### config.mk
export PLATFORM = sky130hd
export DESIGN_NAME = pic_ram_loader
export DESIGN_NICKNAME = d
export VERILOG_FILES = /design/src/rtl/pic_ram_loader.sv
export SDC_FILE = /design/constraint.sdc
export NUM_CORES = 1
export LEC_CHECK = 0
export BUFFER_PORTS_ARGS = -buffer_cell sky130_fd_sc_hd__buf_2
export CAP_MARGIN = 10
export CORE_MARGIN = 2
export CORE_UTILIZATION = 51
export CTS_CLUSTER_DIAMETER = 80
export DETAILED_ROUTE_END_ITERATION = 10
export PLACE_DENSITY = 0.83
export RECOVER_POWER = 50
export SKIP_CTS_REPAIR_TIMING = 1
export SYNTH_ARGS = -nofsm -noshare
export SYNTH_HDL_FRONTEND = slang
export SYNTH_SLANG_ARGS = --single-unit
### constraint.sdc
create_clock -name clk -period 2.1 [get_ports clk]
set_clock_uncertainty 0.1 [all_clocks]
set_input_delay 0.315 -clock clk [delete_from_list [all_inputs] [get_ports clk]]
set_output_delay 0.315 -clock clk [all_outputs]
set_load 0.005 [all_outputs]
### src/rtl/pic_ram_loader.sv
// Byte-serial pixel stream to sequential picture-RAM writes, with a frame_done pulse per frame.
// Optional build macro PIC_BINARIZE_EN thresholds each pixel at THRESH before it is written.
module pic_ram_loader #(
    parameter int ADDR_W  = 10,
    parameter int DATA_W  = 8,
    parameter int NUM_PIX = 784,
    parameter int THRESH  = 128
) (
    input  logic              clk,
    input  logic              rst,
    input  logic              start,
    input  logic              abort,
    input  logic              in_valid,
    input  logic [DATA_W-1:0] in_data,
    output logic              in_ready,
    output logic              wr_en,
    output logic [ADDR_W-1:0] wr_addr,
    output logic [DATA_W-1:0] wr_data,
    output logic              busy,
    output logic              frame_done
);

    typedef enum logic [1:0] {IDLE, FILL, DONE} state_t;

    localparam logic [ADDR_W-1:0] LAST_PIX = ADDR_W'(NUM_PIX - 1);

    state_t              state_q, state_d;
    logic [ADDR_W-1:0]   pix_cnt_q, pix_cnt_d;
    logic                in_ready_q, in_ready_d;
    logic                wr_en_q, wr_en_d;
    logic [ADDR_W-1:0]   wr_addr_q, wr_addr_d;
    logic [DATA_W-1:0]   wr_data_q, wr_data_d;
    logic                busy_q, busy_d;
    logic                frame_done_q, frame_done_d;
    logic                accept;
    logic [DATA_W-1:0]   pix_wr;

`ifdef PIC_BINARIZE_EN
    assign pix_wr = (in_data >= DATA_W'(THRESH)) ? {DATA_W{1'b1}} : '0;
`else
    logic unused_thresh;
    assign pix_wr        = in_data;
    assign unused_thresh = ^DATA_W'(THRESH);
`endif

    always_comb begin
        // NOTE: every signal gets a default before the case so no path can infer a latch.
        state_d   = state_q;
        pix_cnt_d = pix_cnt_q;
        wr_en_d   = 1'b0;
        wr_addr_d = wr_addr_q;
        wr_data_d = wr_data_q;
        accept    = in_valid & in_ready_q;

        case (state_q)
            IDLE: begin
                if (start && !abort) begin
                    state_d   = FILL;
                    pix_cnt_d = '0;
                end
            end
            FILL: begin
                // abort takes priority: a beat offered in the same cycle is dropped unwritten
                if (abort) begin
                    state_d   = IDLE;
                    pix_cnt_d = '0;
                end else if (accept) begin
                    wr_en_d   = 1'b1;
                    wr_addr_d = pix_cnt_q;
                    wr_data_d = pix_wr;
                    if (pix_cnt_q == LAST_PIX) begin
                        state_d   = DONE;
                        pix_cnt_d = '0;
                    end else begin
                        pix_cnt_d = pix_cnt_q + ADDR_W'(1);
                    end
                end
            end
            DONE:    state_d = IDLE;
            default: state_d = IDLE;
        endcase

        in_ready_d   = (state_d == FILL);
        busy_d       = (state_d == FILL);
        frame_done_d = (state_q == DONE);
    end

    // NOTE: state registers use non-blocking assignments so every flop samples pre-edge values.
    always_ff @(posedge clk or negedge rst) begin
        if (!rst) begin
            state_q      <= IDLE;
            pix_cnt_q    <= '0;
            in_ready_q   <= 1'b0;
            wr_en_q      <= 1'b0;
            wr_addr_q    <= '0;
            wr_data_q    <= '0;
            busy_q       <= 1'b0;
            frame_done_q <= 1'b0;
        end else begin
            state_q      <= state_d;
            pix_cnt_q    <= pix_cnt_d;
            in_ready_q   <= in_ready_d;
            wr_en_q      <= wr_en_d;
            wr_addr_q    <= wr_addr_d;
            wr_data_q    <= wr_data_d;
            busy_q       <= busy_d;
            frame_done_q <= frame_done_d;
        end
    end

    assign in_ready   = in_ready_q;
    assign wr_en      = wr_en_q;
    assign wr_addr    = wr_addr_q;
    assign wr_data    = wr_data_q;
    assign busy       = busy_q;
    assign frame_done = frame_done_q;

endmodule

-- Word-level counts from Yosys, hierarchy flattened
Cells that the tools add are included.
- flip-flop bits (word level): 33
- add/sub/neg operators: 1
- eq/ne operators: 6
- muxes and demuxes: 13
- bitwise operators: 2
- reduce and logical (&&, ||, !) cells: 6
- operators with widths (cell ; number):
    2-to-1 mux 10 bit ; 4
    one-hot mux 10 bit (2 select lines) ; 1
    adder 10 x 1 -> 10 bit, second input constant ; 1
    == test 10 bit, second input constant ; 1
    2-to-1 mux 2 bit ; 4
    AND reduction 3 bit ; 2
    == test 2 x 1 -> 1 bit, second input constant ; 2
    one-hot mux 2 bit (2 select lines) ; 1
    2-to-1 mux 1 bit ; 3
    != test 3 bit, second input constant ; 1
    == test 2 bit, second input constant ; 1
    logical NOT 2 bit ; 1
    != test 2 bit, second input constant ; 1
    nonzero test 2 bit ; 1
    bitwise AND 1 bit ; 1
    logical AND 1 bit ; 1
    logical NOT 1 bit ; 1
    NOT 1 bit ; 1

-- Logic depth before layout (Yosys ltp)
- depth in word-level cells: 6
- depth in mapped cells: 6
- mapped depth without buffers: 5

-- Worst setup path before layout
OpenSTA, ideal clock, no wires.
- path type: flip-flop to flip-flop
- from: reg state_q[1]
- to: reg wr_data_q[0] (netlist: wr_data[0])
- setup time: 125 ps
- arrival time: 1535 ps
- data required time: 1875 ps
- setup slack: 340 ps
- cell stages (with the launch flop): 5
- path buffers: 1
- clock period less this slack: 1760 ps
- path through: dfrtp_1 nor3b_1 and3_1 buf_4 mux2_2
- longest elaborated chain between the ends: 2
- RTL lines (item ; line ; RTL):
    start, declared ; 27 ; state_t state_q, state_d;
    start signal, assigned ; 100 ; state_q <= state_d;
    == test 2 x 1 -> 1 bit ; 55 ; case (state_q)
    AND reduction 3 bit (no source line) ; - ;
    end signal, assigned ; 105 ; wr_data_q <= wr_data_d;
    end, declared ; 32 ; logic [DATA_W-1:0] wr_data_q, wr_data_d;
Every way passes these cells.
A chain may end at the register's enable or synchronous reset.

-- Final worst setup path
- from: reg state_q[1]
- to: reg pix_cnt_q[7]
- longest elaborated chain between the ends: 3
- RTL lines (item ; line ; RTL):
    == test 2 x 1 -> 1 bit / logical NOT 2 bit (equally long branches) ; 55 ;
    != test 3 bit (no source line), or another cell as far along ; - ;
    AND reduction 3 bit (no source line) ; - ;
    end signal, assigned ; 101 ; pix_cnt_q <= pix_cnt_d;
    end, declared ; 28 ; logic [ADDR_W-1:0] pix_cnt_q, pix_cnt_d;
Parallel ways exist; a longest one is shown, timed or not.

==> reports/qor.txt <==
Hold Path End: wr_data[1]
first-pass GRT wire length: 4600 um
Design Area, Final: 1670 um2
Vias per Instance: 5.59
# Max-Cap Violations: 0
Num CTS Buffers: 5
Placed Instances: 179
clk_lat worst skew: 0.34 ns
Post-synth ARST share: 1.00
worst vdd ir: 0.000473 V
Internal Power: 0.901 mW
Syn Inst Count: 115
Worst R2R End: pix_cnt_q[7]
sw frac: 0.261
sequential-to-total area share from yosys stat: 0.589
area delta synth->final: 19.2%
Final Hold Fails: 0
max-slew violation count: 0
power density over cell area: 730 nW/um2
DIE HEIGHT: 56.4 um
Max Root-Sink Buffers: 2
Worst-Margin Slew: 0.800 ns
PortBufs: 34
post-route ant nets: 0
pin count of the biggest net entering global routing: 34
commonest non-fill, non-tap cells in the layout: dfrtp_1, buf_2, mux2_2, o21ai_0, a21oi_1
post-synthesis cell type count: 25
most common cell after layout, fill and taps aside: dfrtp_1
post-route insts no fill: 188
Root Buffer: clkbuf_4
Setup-failing EPs final: 0
TNS Setup: 0 ns
Hold Crit Depth: 2
die area: 3180 um2
Syn Nets: 129
NetSw: 0.318 mW
Pre-Repair DR Iteration Count: 4
post-route setup slack: 0.239 ns
Sequential Power Share: 0.585
final wirelength: 2510 um
dpl ws: 0.244 ns
DR WL/cell: 13.3 um
gr usage total: 0.193
final net count: 170
Via Count: 1051
Worst Path Required: 2.26 ns
power share of the clock group: 0.285
placement-stage cell area: 1610 um2
Starting Density: 0.522
status: complete, no violations
crit share post-route: 0.886
Reg2Reg Depth: 5
Placer Congestion: 0.803
# IOs: 35
main flop type after synthesis: dfrtp_1
Comb pwr share: 0.130
Finished Core Util: 0.622
Final HPWL DP: 1750 um
synthesized cell area: 1400 um2
RR Startpoint: state_q[1]
RSZ-0062 raised after global routing: false
vias in the first global route: 1030
Tightest Hold Check Type: in2reg
crit path DAT: 2.02 ns
Max Freq: 537 MHz
CP startpoint kind: flip-flop
chip width: 56.4 um
reg-to-reg setup timing slack: 0.24 ns
CP max FO: 21
register bit count reported by yosys: 33
crit path kind: reg2reg
row count: 19
CTS sink cnt: 33
Worst-path clk slew: 0.11 ns
CTS tree: done
core area: 2690 um2
ant diodes: 0
worst min-delay path startpoint: in_data[1]
min cycle time layout: 1.86 ns
Leak Pwr: 0.809 nW
Slew Limit Headroom: 0.467
# fillers: 233
initial antenna violation count: 0
CP Capture Type: flip-flop
synth warn: 0
H-tree depth: 2
share of cells above drive strength 1: 0.401
starting DRC count in detailed routing: 19
Avg Inst Size Synth: 12.2 um2
Post-synth EDFFs: 0
Residual DRC: 0
total gr overflow: 0
## synth_stat cells, types with 2 or more instances
library cell / number / area share
inv_1: 2 / 0.0054
or4_1: 3 / 0.016
nand3b_1: 2 / 0.011
o31ai_1: 3 / 0.016
or3_1: 4 / 0.018
buf_4: 3 / 0.016
o21ai_0: 8 / 0.029
dfrtp_1: 33 / 0.59
nand2_1: 5 / 0.013
mux2_2: 18 / 0.14
nor2_1: 4 / 0.011
nor4_1: 3 / 0.013
nand4_1: 2 / 0.0089
a21oi_1: 8 / 0.029
and3_1: 2 / 0.0089
nand3_1: 6 / 0.021
## registers in the layout, summed over array words and instances, names as in the netlist
signal	count
state_q	2
wr_data	8
frame_done	1
wr_addr	10
busy	1
wr_en	1
pix_cnt_q	10
## critical path, stage by stage (launching register included)
cell and delay (ns):
dfrtp_1 0.44, nor4b_2 0.31, a31oi_1 0.07, buf_4 0.20, or4_1 0.51, a21oi_1 0.16
## power groups by stage
stage	clock network, mW	registers (mW)	logic, mW
after floorplan	0	0.731	0.0693
after global placement	0	0.722	0.156
after detailed placement	0	0.728	0.160
after CTS	0.366	0.715	0.161
after global routing	0.399	0.723	0.177
final	0.347	0.714	0.158
## layer usage
metal,track usage,share of wire,wire length (um)
met3,0.0714,0.069,173
met1,0.240,0.43,1070
met5,0,0,0
met2,0.286,0.48,1210
met4,0.116,0.021,52
## cell type report
type / instances / area [um2] / area share
tap: 31 / 38.8 / 0.0232
multi-input combinational: 75 / 537 / 0.321
clock buffer: 5 / 37.5 / 0.0225
inverter: 2 / 7.51 / 0.00449
sequential: 33 / 826 / 0.494
clock inverter: 3 / 17.5 / 0.0105
timing repair buffer: 39 / 206 / 0.124
## per-stage QoR
stage | power (mW) | hold WS, ns
6_report | 1.22 | 0.0934
3_3_place_gp | 0.878 | 0.298
2_1_floorplan | 0.800 | -0.0806
4_1_cts | 1.24 | -0.0746
3_5_place_dp | 0.889 | 0.314
5_1_grt | 1.30 | 0.0726
## how the worst max path moves through the flow
stage	depth (start not counted)	to	startpoint	slack [ns]
after floorplan	4	wr_data[0]	state_q[1]	0.34
after global placement	6	pix_cnt_q[9]	abort	0.35
after detailed placement	6	pix_cnt_q[7]	abort	0.24
after CTS	5	pix_cnt_q[7]	state_q[1]	0.23
after global routing	5	pix_cnt_q[7]	state_q[1]	0.14
final	5	pix_cnt_q[7]	state_q[1]	0.24
## logic make-up after synthesis
| kind of cell | Yosys count | synth area share |
|---|---|---|
| buffers and inverters | 7 | 0.0277 |
| adder cells (fa/ha/maj) | 1 | 0.00893 |
| AO/OA/AOI/OAI | 21 | 0.0830 |
| flip-flops | 33 | 0.589 |
| multiplexers | 18 | 0.145 |
| AND/OR/NAND/NOR | 35 | 0.146 |
(Power assumes the default switching activity.)
